$ cat config.mk
export PLATFORM = sky130hd
export DESIGN_NAME = display_device
export DESIGN_NICKNAME = d
export VERILOG_FILES = /design/src/rtl/display_device.sv
export SDC_FILE = /design/constraint.sdc
export NUM_CORES = 1
export LEC_CHECK = 0
export ABC_AREA = 1
export BUFFER_PORTS_ARGS = -buffer_cell sky130_fd_sc_hd__buf_4
export CAP_MARGIN = 25
export CORE_MARGIN = 2
export CORE_UTILIZATION = 35
export DETAILED_ROUTE_END_ITERATION = 10
export PLACE_DENSITY = 0.48
export SETUP_SLACK_MARGIN = 0.15
export SLEW_MARGIN = 0
export SYNTH_ARGS = -nofsm -noshare
export SYNTH_HDL_FRONTEND = slang
export SYNTH_SLANG_ARGS = --single-unit
$ cat constraint.sdc
create_clock -name i_clk -period 3.25 [get_ports i_clk]
set_clock_uncertainty 0.15 [all_clocks]
set_input_delay 0.4875 -clock i_clk [delete_from_list [all_inputs] [get_ports i_clk]]
set_output_delay 0.4875 -clock i_clk [all_outputs]
set_load 0.05 [all_outputs]
$ cat src/rtl/display_device.sv
// display_device: sequential binary-to-BCD conversion of an 8-bit value, shown on a
// multiplexed active-low 3-digit seven-segment display with field DP and edit-mode blink.
module display_device #(
    parameter int REFRESH_DIV = 50000,
    parameter int BLINK_DIV   = 25000000
) (
    input  logic       i_clk,
    input  logic       i_rst_n,
    input  logic       i_ena,
    input  logic       i_wr,
    input  logic [1:0] i_sel,
    input  logic [7:0] i_val,
    output logic [7:0] o_seg,
    output logic [2:0] o_digit_en,
    output logic       o_busy
);
    localparam int RW = $clog2(REFRESH_DIV);
    localparam int BW = $clog2(BLINK_DIV);
    localparam logic [RW-1:0] REFRESH_MAX = RW'(REFRESH_DIV - 1);
    localparam logic [BW-1:0] BLINK_MAX   = BW'(BLINK_DIV - 1);

    typedef enum logic [1:0] {
        IDLE  = 2'd0,
        LOAD  = 2'd1,
        SHIFT = 2'd2,
        DONE  = 2'd3
    } state_t;

    state_t          state_r, state_nxt_s;
    logic [7:0]      val_r;
    logic [11:0]     bcd_r;
    logic            valid_r;
    logic            busy_r;
    logic [11:0]     scr_bcd_r;
    logic [7:0]      scr_bin_r;
    logic [2:0]      bit_cnt_r;
    logic [11:0]     adj_bcd_s;
    logic [RW-1:0]   refresh_cnt_r, refresh_cnt_nxt_s;
    logic [1:0]      idx_r, idx_nxt_s;
    logic [BW-1:0]   blink_cnt_r, blink_cnt_nxt_s;
    logic            blink_on_r, blink_on_nxt_s;
    logic [11:0]     disp_bcd_s;
    logic            disp_valid_s;
    logic [3:0]      digit_s;
    logic            lit_s;
    logic [7:0]      seg_nxt_s, seg_r;
    logic [2:0]      en_nxt_s, en_r;

    function automatic logic [11:0] dabble_adjust(input logic [11:0] bcd);
        logic [11:0] r;
        r = bcd;
        for (int i = 0; i < 3; i++) begin
            if (r[4*i +: 4] >= 4'd5) r[4*i +: 4] = r[4*i +: 4] + 4'd3;
            else                     r[4*i +: 4] = r[4*i +: 4];
        end
        return r;
    endfunction

    function automatic logic [6:0] glyph(input logic [3:0] d);
        case (d)
            4'd0:    return 7'b1000000;
            4'd1:    return 7'b1111001;
            4'd2:    return 7'b0100100;
            4'd3:    return 7'b0110000;
            4'd4:    return 7'b0011001;
            4'd5:    return 7'b0010010;
            4'd6:    return 7'b0000010;
            4'd7:    return 7'b1111000;
            4'd8:    return 7'b0000000;
            4'd9:    return 7'b0010000;
            default: return 7'b1111111;
        endcase
    endfunction

    // Conversion FSM state register
    always_ff @(posedge i_clk or negedge i_rst_n) begin
        if (!i_rst_n) state_r <= IDLE;
        else          state_r <= state_nxt_s;
    end

    // Conversion FSM next-state
    always_comb begin
        state_nxt_s = state_r;
        case (state_r)
            IDLE: begin
                if (!valid_r || (i_val != val_r)) state_nxt_s = LOAD;
                else                              state_nxt_s = IDLE;
            end
            LOAD:  state_nxt_s = SHIFT;
            SHIFT: begin
                if (bit_cnt_r == 3'd7) state_nxt_s = DONE;
                else                   state_nxt_s = SHIFT;
            end
            DONE:    state_nxt_s = IDLE;
            default: state_nxt_s = IDLE;
        endcase
    end

    assign adj_bcd_s = dabble_adjust(scr_bcd_r);

    // Double-dabble datapath: capture, shift with nibble correction, publish result
    always_ff @(posedge i_clk or negedge i_rst_n) begin
        if (!i_rst_n) begin
            val_r     <= 8'd0;
            bcd_r     <= 12'd0;
            valid_r   <= 1'b0;
            busy_r    <= 1'b0;
            scr_bcd_r <= 12'd0;
            scr_bin_r <= 8'd0;
            bit_cnt_r <= 3'd0;
        end else begin
            case (state_r)
                LOAD: begin
                    val_r     <= i_val;
                    scr_bcd_r <= 12'd0;
                    scr_bin_r <= i_val;
                    bit_cnt_r <= 3'd0;
                    busy_r    <= 1'b1;
                end
                SHIFT: begin
                    {scr_bcd_r, scr_bin_r} <= {adj_bcd_s[10:0], scr_bin_r, 1'b0};
                    bit_cnt_r <= bit_cnt_r + 3'd1;
                end
                DONE: begin
                    bcd_r   <= scr_bcd_r;
                    valid_r <= 1'b1;
                    busy_r  <= 1'b0;
                end
                default: busy_r <= 1'b0;
            endcase
        end
    end

    // Digit scan: refresh divider and slot index
    always_comb begin
        refresh_cnt_nxt_s = refresh_cnt_r;
        idx_nxt_s         = idx_r;
        if (i_ena) begin
            if (refresh_cnt_r == REFRESH_MAX) begin
                refresh_cnt_nxt_s = {RW{1'b0}};
                idx_nxt_s         = (idx_r == 2'd2) ? 2'd0 : idx_r + 2'd1;
            end else begin
                refresh_cnt_nxt_s = refresh_cnt_r + RW'(1);
                idx_nxt_s         = idx_r;
            end
        end else begin
            refresh_cnt_nxt_s = refresh_cnt_r;
            idx_nxt_s         = idx_r;
        end
    end

    // Blink divider; leaving edit mode forces the on phase immediately
    always_comb begin
        blink_cnt_nxt_s = blink_cnt_r;
        blink_on_nxt_s  = blink_on_r;
        if (!i_wr) begin
            blink_cnt_nxt_s = {BW{1'b0}};
            blink_on_nxt_s  = 1'b1;
        end else if (i_ena) begin
            if (blink_cnt_r == BLINK_MAX) begin
                blink_cnt_nxt_s = {BW{1'b0}};
                blink_on_nxt_s  = ~blink_on_r;
            end else begin
                blink_cnt_nxt_s = blink_cnt_r + BW'(1);
                blink_on_nxt_s  = blink_on_r;
            end
        end else begin
            blink_cnt_nxt_s = blink_cnt_r;
            blink_on_nxt_s  = blink_on_r;
        end
    end

    // Output frame is built from post-edge state so segments and enables move together
    always_comb begin
        disp_valid_s = valid_r | (state_r == DONE);
        disp_bcd_s   = (state_r == DONE) ? scr_bcd_r : bcd_r;
        digit_s      = 4'd0;
        lit_s        = 1'b0;
        seg_nxt_s    = 8'hFF;
        en_nxt_s     = 3'b111;
        case (idx_nxt_s)
            2'd0: begin
                digit_s = disp_bcd_s[3:0];
                lit_s   = 1'b1;
            end
            2'd1: begin
                digit_s = disp_bcd_s[7:4];
                lit_s   = |disp_bcd_s[11:4];
            end
            2'd2: begin
                digit_s = disp_bcd_s[11:8];
                lit_s   = |disp_bcd_s[11:8];
            end
            default: begin
                digit_s = 4'd0;
                lit_s   = 1'b0;
            end
        endcase
        if (disp_valid_s && lit_s && blink_on_nxt_s) begin
            seg_nxt_s = {(idx_nxt_s != i_sel), glyph(digit_s)};
            en_nxt_s  = ~(3'b001 << idx_nxt_s);
        end else begin
            seg_nxt_s = 8'hFF;
            en_nxt_s  = 3'b111;
        end
    end

    // Scan, blink and output registers
    always_ff @(posedge i_clk or negedge i_rst_n) begin
        if (!i_rst_n) begin
            refresh_cnt_r <= {RW{1'b0}};
            idx_r         <= 2'd0;
            blink_cnt_r   <= {BW{1'b0}};
            blink_on_r    <= 1'b1;
            seg_r         <= 8'hFF;
            en_r          <= 3'b111;
        end else begin
            refresh_cnt_r <= refresh_cnt_nxt_s;
            idx_r         <= idx_nxt_s;
            blink_cnt_r   <= blink_cnt_nxt_s;
            blink_on_r    <= blink_on_nxt_s;
            seg_r         <= seg_nxt_s;
            en_r          <= en_nxt_s;
        end
    end

    assign o_seg      = seg_r;
    assign o_digit_en = en_r;
    assign o_busy     = busy_r;

endmodule

==> reports/metrics.csv <==
metric,value,unit
cts_buffers,9,
drive_gt1_share,15.70,%
finalSetupViolCount,0,
clockBufferDepth,2,
drcViolationCount,0,
antenna_found_initial,0,
status,finished with violations,
final_common_cell,nand2_1,
holdBufCountCts,0,
cts_tree,yes,
synth-warning-count,0,
wl_per_cell,13.02,um
grt_util_met1,20.67,%
finalSetupTns,0,ps
grt_usage,15.34,%
vias_per_cell,4.685,
coreArea,15260,um2
slew_violations,0,
ant_nets,0,
vdd_ir_drop_max,0.0004312,V
powerDensity,723.4,nW/um2
core.rowCount,45,
hold_slack,-5.411,ps
period_needed,2556,ps
grt_pass1_vias,4259,
clk_pin_slew,70,ps
grt_max_degree,58,
vias,4151,
critPathKind,reg2reg,
min_path_type,in2async,
finalHoldViolCount,4,
hpwlAfterDp,8467,um
die_h,129.3,um
htree_levels,3,
clock_latency,350,ps
start_util,36.01,%
drtIter0Drc,231,
overflow,0,
drt_wl_total,11530,um
max-cap-violations,0,
syn-cell-area,5495,um2
p_leak,2.959,nW
cp-end-kind,register,
synth_fp_nets,674,
cts-root-buf,clkbuf_16,
nets,703,
violations,negative hold slack,
worstPathArrival,2680,ps
fp.dieW,129.3,um
syn_area_per_cell,8.573,um2
async_flop_share,100.0,%
dp_cells,870,
io_pins,26,
yosys_register_bits,102,
met3_usage,4.294,%
max_slew_margin,58.24,%
synth_edf_count,0,
place.gp.congestion,0.8342,
grt_use_met2,24.49,%
yosysUniqueCellTypes,49,
drtPass1Iterations,4,
grt_first_pass_wirelength,20310,um
syn_to_final_growth,13.05,%
io_buffers,25,
post-route-period-util,78.65,%
worst_slew_pin_slew,626.3,ps
grt_busiest_layer,met2,
fmax,391.2,MHz
syn_inst,641,
final_cell_mix,"114 x nand2_1, 98 x inv_1, 90 x dfrtp_1",
dieArea,16720,um2
fin_cells,886,
post_cts_buffers,0,
ctsResizeCount,0,
cp_data_required_time,3370,ps
yosys_most_used_dff,dfrtp_1,
start_kind,register,
synth-seq-area-share,46.72,%
cts.sinks,102,
antenna_cells,0,
crit_fanout,18,
rsz0062_at_grt,no,
[registers in the layout (all words and copies together), names as in the netlist]
signal / flops
blink_on_r: 1
bit_cnt_r: 3
idx_r: 2
bcd_r: 12
blink_cnt_r: 25
refresh_cnt_r: 16
o_seg: 8
state_r: 2
valid_r: 1
o_busy: 1
o_digit_en: 3
scr_bin_r: 8
scr_bcd_r: 12
val_r: 8
[critical path, stage by stage, from the launching register on]
cell     delay [ps]
dfrtp_1         380
ha_1            500
inv_1           230
nand2_1          90
and2_1          150
inv_1            60
nand3_1          90
nand3_1         170
inv_1           150
ha_1            240
inv_1            50
nand2_1          60
nand3_1          80
nand3_1          70
[synth_stat cells, drive strengths merged, types with 5 or more instances]
cell	count	area, um2
nand2	129	569.3
inv	106	407.9
dfrtp	90	2252
nor2	63	315.3
nand3	60	367.9
o21ai	43	226.5
nor3	20	130.1
a21oi	19	95.09
ha	19	237.7
xor2	14	122.6
nand4	13	81.33
dfstp	12	315.3
o22ai	8	50.05
xnor2	7	61.31
buf	5	33.78
clkbuf	5	18.77
o211ai	5	37.54
[final timing paths]
path                                           start                     endpoint  slack, ps  cells after the start
worst max register to register  state_r[0]$_DFF_PN0_           o_seg[3]$_DFF_PN1_        690                     13
min in group i_clk                          i_val[1]         val_r[1]$_DFFE_PN0P_        200                      3
worst max-delay path            state_r[0]$_DFF_PN0_           o_seg[3]$_DFF_PN1_        690                     13
max in group asynchronous                    i_rst_n           bcd_r[4]$_DFF_PN0_       2230                      2
worst min-delay path                         i_rst_n  blink_cnt_r[13]$_DFFE_PN0P_         -5                      1
worst min register to register    o_busy$_DFFE_PN0N_           o_busy$_DFFE_PN0N_        340                      2
[through the flow]
| stage | worst slack (ps) | total power, mW | utilization [%] | cell area, um2 | hold WS [ps] |
|---|---|---|---|---|---|
| after floorplan | 955.9 | 3.052 | - | 5495 | 41.91 |
| after global placement | 672.4 | 3.466 | 38.86 | 5929 | 323.6 |
| after detailed placement | 694.3 | 3.488 | 38.86 | 5929 | 328.5 |
| after CTS | 662.2 | 4.571 | 40.71 | 6212 | 13.80 |
| after global routing | 307.7 | 4.895 | 40.71 | 6212 | 39.93 |
| final | 694.0 | 4.494 | 40.71 | 6212 | -5.411 |
[metal layers]
metal	wire, um	part of all wire [%]
met4	92	0.80
met5	0	0
met2	5495	48
met1	5616	49
met3	327	2.8
[logic make-up (layout without fill, tap and decap cells)]
family	count (synthesis)	in the layout	share of synthesized area, %
AOI/OAI and AO/OA	90	90	9.700
xor gates and xnor gates	21	21	3.347
adders and majority gates	19	19	4.326
buffers and inverters	117	151	8.447
DFF	102	102	46.72
and+or+nand+nor	292	292	27.46
[cell type report]
| type | instances | area (um2) |
|---|---|---|
| fill | 1549 | 9046 |
| sequential | 102 | 2567 |
| multi-input combinational | 422 | 2464 |
| inverter | 107 | 411.6 |
| tap | 211 | 264.0 |
| clock buffer | 9 | 225.2 |
| timing repair buffer | 28 | 222.7 |
| clock inverter | 7 | 57.56 |
[report_power, final]
| group | switching (mW) | internal, mW | total, mW |
|---|---|---|---|
| logic | 1.11 | 0.557 | 1.67 |
| clock network | 0.515 | 0.531 | 1.05 |
| registers | 0.168 | 1.61 | 1.78 |
| total | 1.79 | 2.70 | 4.49 |
(Power assumes the default switching activity.)
